--- src/rtl/ibis_pkg.sv ---
// ibis_pkg: shared types and helpers for the Ibis forward-mapper texel loader.
package ibis_pkg;

   localparam int TEXEL_W = 9;

   typedef logic [TEXEL_W-1:0] texel_t;

   typedef enum logic [1:0] {
      IDLE  = 2'd0,
      LOAD  = 2'd1,
      DRAIN = 2'd2
   } loader_state_t;

   // Number of texels in a square tile whose edge is 1 << pow2.
   function automatic int tile_texels(input int pow2);
      return 1 << (2 * pow2);
   endfunction

endpackage

--- src/rtl/ibis_frame_tracker.sv ---
// ibis_frame_tracker: follows the mapper's 10-stage frame and flags frame boundaries.
module ibis_frame_tracker (
   input  logic aclk,
   input  logic aresetn,
   input  logic enable,
   input  logic cycle_complete,
   output logic r_at_stage0,
   output logic frame_boundary
);

   assign frame_boundary = enable && cycle_complete;

   // The mapper leaves reset at stage 0 and enters stage 0 after every stage-9 cycle.
   always_ff @(posedge aclk or negedge aresetn) begin
      if (!aresetn)
         r_at_stage0 <= 1'b1;
      else if (enable)
         r_at_stage0 <= cycle_complete;
   end

endmodule

--- src/rtl/ibis_texel_loader.sv ---
// ibis_texel_loader: streams one tile of texels into the mapper, one texel per frame.
// Define IBIS_TEXEL_LOADER_TLAST_CHECK_EN to flag s_tlast placement errors on error.
module ibis_texel_loader
   import ibis_pkg::*;
#(
   parameter int TILE_SIZE_POW2 = 5
) (
   input  logic                        aclk,
   input  logic                        aresetn,
   input  logic                        enable,
   input  logic                        cycle_complete,
   input  logic                        start,
   input  logic [TEXEL_W-1:0]          s_tdata,
   input  logic                        s_tvalid,
   output logic                        s_tready,
   input  logic                        s_tlast,
   output logic                        write_texels,
   output logic [2*TILE_SIZE_POW2-1:0] texel_address,
   output logic [TEXEL_W-1:0]          texel_data,
   output logic                        busy,
   output logic                        done,
   output logic                        error
);

   localparam int AW = 2 * TILE_SIZE_POW2;
   localparam int CW = AW + 1;
   localparam int N  = tile_texels(TILE_SIZE_POW2);
   localparam logic [CW-1:0] LAST  = CW'(N - 1);
   localparam logic [CW-1:0] TOTAL = CW'(N);

   loader_state_t   state;
   logic [CW-1:0]   counter;
   logic            hold_valid;
   texel_t          hold_data;
   logic            frame_boundary;
   logic            unused_at_stage0;
   logic            accept;
   logic            transfer;

   ibis_frame_tracker u_frame (
      .aclk           (aclk),
      .aresetn        (aresetn),
      .enable         (enable),
      .cycle_complete (cycle_complete),
      .r_at_stage0    (unused_at_stage0),
      .frame_boundary (frame_boundary)
   );

   assign s_tready = (state == LOAD) && !hold_valid && (counter < TOTAL);
   assign accept   = s_tvalid && s_tready;
   assign transfer = frame_boundary && (state == LOAD) && hold_valid;
   assign busy     = (state != IDLE);

   // Upload sequencer: outputs only move on frame boundaries so the mapper sees them stable for a whole frame.
   always_ff @(posedge aclk or negedge aresetn) begin
      if (!aresetn) begin
         state         <= IDLE;
         counter       <= '0;
         hold_valid    <= 1'b0;
         hold_data     <= '0;
         write_texels  <= 1'b0;
         texel_address <= '0;
         texel_data    <= '0;
         done          <= 1'b0;
      end else begin
         done <= 1'b0;
         if (accept) begin
            hold_valid <= 1'b1;
            hold_data  <= s_tdata;
         end else if (transfer) begin
            hold_valid <= 1'b0;
         end
         case (state)
            IDLE: begin
               if (start) begin
                  state   <= LOAD;
                  counter <= '0;
               end
            end
            LOAD: begin
               if (frame_boundary) begin
                  write_texels <= hold_valid;
                  if (hold_valid) begin
                     texel_data    <= hold_data;
                     texel_address <= counter[AW-1:0];
                     counter       <= counter + 1'b1;
                     if (counter == LAST)
                        state <= DRAIN;
                  end
               end
            end
            DRAIN: begin
               if (frame_boundary) begin
                  write_texels <= 1'b0;
                  done         <= 1'b1;
                  state        <= IDLE;
               end
            end
            default: state <= IDLE;
         endcase
      end
   end

`ifdef IBIS_TEXEL_LOADER_TLAST_CHECK_EN
   logic hold_last;

   // Remember the tlast that travelled with the buffered texel.
   always_ff @(posedge aclk or negedge aresetn) begin
      if (!aresetn)
         hold_last <= 1'b0;
      else if (accept)
         hold_last <= s_tlast;
   end

   // Sticky flag: tlast must be set on the final texel and on no other.
   always_ff @(posedge aclk or negedge aresetn) begin
      if (!aresetn)
         error <= 1'b0;
      else if ((state == IDLE) && start)
         error <= 1'b0;
      else if (transfer && (hold_last != (counter == LAST)))
         error <= 1'b1;
   end
`else
   logic unused_tlast;

   assign unused_tlast = s_tlast;
   assign error        = 1'b0;
`endif

endmodule

--- config.mk ---
export PLATFORM = sky130hd
export DESIGN_NAME = ibis_texel_loader
export DESIGN_NICKNAME = d
export VERILOG_FILES = /design/src/rtl/ibis_pkg.sv /design/src/rtl/ibis_frame_tracker.sv /design/src/rtl/ibis_texel_loader.sv
export SDC_FILE = /design/constraint.sdc
export NUM_CORES = 1
export LEC_CHECK = 0
export ABC_AREA = 1
export CORE_ASPECT_RATIO = 1.4
export CORE_MARGIN = 2
export CORE_UTILIZATION = 55
export DETAILED_ROUTE_END_ITERATION = 8
export HOLD_SLACK_MARGIN = 0.1
export PLACE_DENSITY = 0.83
export SLEW_MARGIN = 40
export SYNTH_ARGS = -nofsm -noshare
export SYNTH_HDL_FRONTEND = slang
export SYNTH_SLANG_ARGS = --single-unit
--- constraint.sdc ---
create_clock -name aclk -period 4.25 [get_ports aclk]
set_clock_uncertainty 0.2 [all_clocks]
set_input_delay 1.275 -clock aclk [delete_from_list [all_inputs] [get_ports aclk]]
set_output_delay 1.275 -clock aclk [all_outputs]
set_load 0.005 [all_outputs]
==> metrics.csv <==
metric,value,unit
Worst R2R End,hold_data[0],
Clock H-tree levels,2,
Syn Inst Count,236,
Die Width,55.0,um
Placed Cells,306,
Initial DRT Pass Iterations,4,
HPWL after DPL,2860,um
initial antenna violation count,0,
Seq cells post-synth,44,
die height,75.4,um
largest family of logic cells by synthesized area,simple AND/OR/NAND/NOR gates,
hold depth,2,
crit-path cells,"inv_2, nand3_2, nor2_4, clkdlybuf4s50_1",
PnR Total Power,1.28,mW
Placer Congestion,0.836,
Clock Tree Root,clkbuf_8,
clk sinks,44,
Synth Area in Compound Gates,0.0594,
register area share after synthesis,0.550,
largest net degree at the start of global routing,45,
final worst-path cycle share,0.756,
Num CTS Buffers,5,
Top-Level Pins,40,
Mapped Area,2000,um^2
worst-skew pair later-pin latency,0.29,ns
average size of a mapped cell,8.48,um^2
syn nets,253,
WP data arrival,1.74,ns
fin cells,313,
final hold slack,0.279,ns
Util after Layout,0.711,
Final min period,3.21,ns
# nets final,290,
# rows,25,
simple-gate share of the synthesized area,0.328,
leak pwr,1.23,nW
Critical Path RT,2.77,ns
filler cell count,282,
gr ovfl total,0,
Final setup viols,0,
max_slew headroom,0.636,
Via density,5.27,
final hold violation count,0,
R2R depth,6,
Clock transition at path regs,0.08,ns
Post-DP Area,2370,um^2
Post-CTS Setup Inserts,0,
Area Overhead vs Synth,22.3,%
Fmax achieved,311,MHz
number of global-route vias before repair,1546,
DRC,0,
Max Slew Vio Count,0,
Pwr Density,523,nW/um^2
"Non-Filler Cell Area, Final",2450,um^2
RSZ-0062 raised after global routing,no,
endpoint class of the critical path,primary output,
WL per Instance,13.3,um
critical hold path startpoint,hold_data[4],
Slew @ Worst Pin,0.547,ns
worst min path class,reg -> reg,
reg-to-reg startpoint,state[1],
first-pass GRT wire length,6730,um
Worst Setup Start Kind,register,
final worst slack,1.04,ns
CTS resizes,0,
deepest clock path buffer count,2,
slowest library cell on the worst path,clkdlybuf4s50_1,
"slowest stage delay, CP",0.55,ns
CTS tree,done,
Post-Synth Adder-Cell Area,0.00625,
max-cap violation count,0,
Synth Warn #,0,
CP max FO,10,
multiplexer share of the synthesized area,0,
status,"finished, final reports clean",
Place WS,1.16,ns
R2R setup slack,2.51,ns
total negative slack,0,ns
Worst VDD drop,342,uV
Die Area,4140,um^2
Initial Util,0.581,
Vias,1650,
all-layer global routing usage,0.229,
number of routed nets with antenna violations,0,
core area,3440,um^2
Port-buffer cells,37,
DR iter-0 viols,35,
WS Path Type,reg -> out,
WHS Endpoint,hold_data[4],
Antenna diodes,0,
"Distinct cells, synth",27,
share of cells above drive strength 1,0.0989,
final WL,4170,um
Post-CTS Hold Buffers,0,
XOR/XNOR share of the synthesized area,0,
-- cell usage after synthesis --
library cell  number  share of area
ha_1               1         0.0063
inv_1             14          0.026
buf_2              3         0.0075
o21ai_0            9          0.023
buf_8              1         0.0075
conb_1             1         0.0019
nor3_1             2         0.0050
dfrtp_1           44           0.55
nor2_2             6          0.019
nand3_2            1         0.0050
nand2_1           96           0.18
a21oi_2            5          0.022
nand4_1            3         0.0094
o21ai_1            1         0.0025
clkbuf_1           1         0.0019
nand2_2            1         0.0031
inv_2              2         0.0038
nor2_1            14          0.026
nand2_4            1         0.0056
nand3_1           20          0.050
nor2_8             1          0.010
a21oi_1            2         0.0050
buf_4              2         0.0075
nor2_4             2          0.011
o31ai_1            1         0.0038
or2_2              1         0.0031
o21bai_1           1         0.0038
-- state kept, by name (all words and copies together) (netlist names) --
name           flops
state              2
texel_address     10
write_texels       1
done               1
hold_data          9
hold_valid         1
counter           11
texel_data         9
-- cell type report --
type                            instances  area, um^2  share of cell area
Inverter                               16        60.1              0.0245
Timing Repair Buffer                   37         368               0.150
Clock inverter                          1        5.00             0.00204
Multi-Input combinational cell        169         791               0.323
Sequential cell                        44        1100               0.450
Clock buffer                            6        72.6              0.0297
Tap cell                               40        50.0              0.0204
-- worst max-delay path, delay by kind of cell (launching register included) --
| family | cells | cell delay, ns |
|---|---|---|
| flip-flops | 1 | 0.46 |
| buffers and inverters | 2 | 0.65 |
| AND/OR/NAND/NOR | 2 | 0.34 |
-- cells in the final DEF (no fill, tap or decap), types with 3 or more instances in the layout --
master and instances:
inv_1 14, clkbuf_8 5, nand3_1 20, nand2_1 96
o21ai_0 9, clkdlybuf4s50_1 36, nor2_2 6, nand4_1 3
a21oi_2 5, nor2_1 14, dfrtp_1 44
-- kinds of logic (layout without fill, tap and decap cells) --
kind of cell | Yosys count | count (layout)
other | 1 | 1
buffers and inverters | 23 | 60
AO/OA/AOI/OAI | 19 | 19
adder cells (fa/ha/maj) | 1 | 1
AND/OR/NAND/NOR | 148 | 148
flip-flops | 44 | 44
-- metal layers --
metal  vias to the layer above  part of all wire  track usage
met1                       786              0.40        0.260
met4                         0             0.014       0.0813
li1                        817                 -            -
met2                        42              0.53        0.414
met3                         5             0.057       0.0471
met5                         -                 0            0
-- where the power goes --
group / internal, mW / switching [mW]
Clock: 0.112 / 0.130
Combinational: 0.203 / 0.208
Sequential: 0.545 / 0.0803
-- how the worst max path moves through the flow --
stage                        start     endpoint  slack (ns)
after floorplan             enable  counter[10]        1.96
after global placement      enable   hold_valid        1.19
after detailed placement    enable   hold_valid        1.16
after CTS                 state[1]     s_tready        1.03
after global routing      state[1]     s_tready        0.92
final                     state[1]     s_tready        1.04
Power figures use the tool's default switching activity.
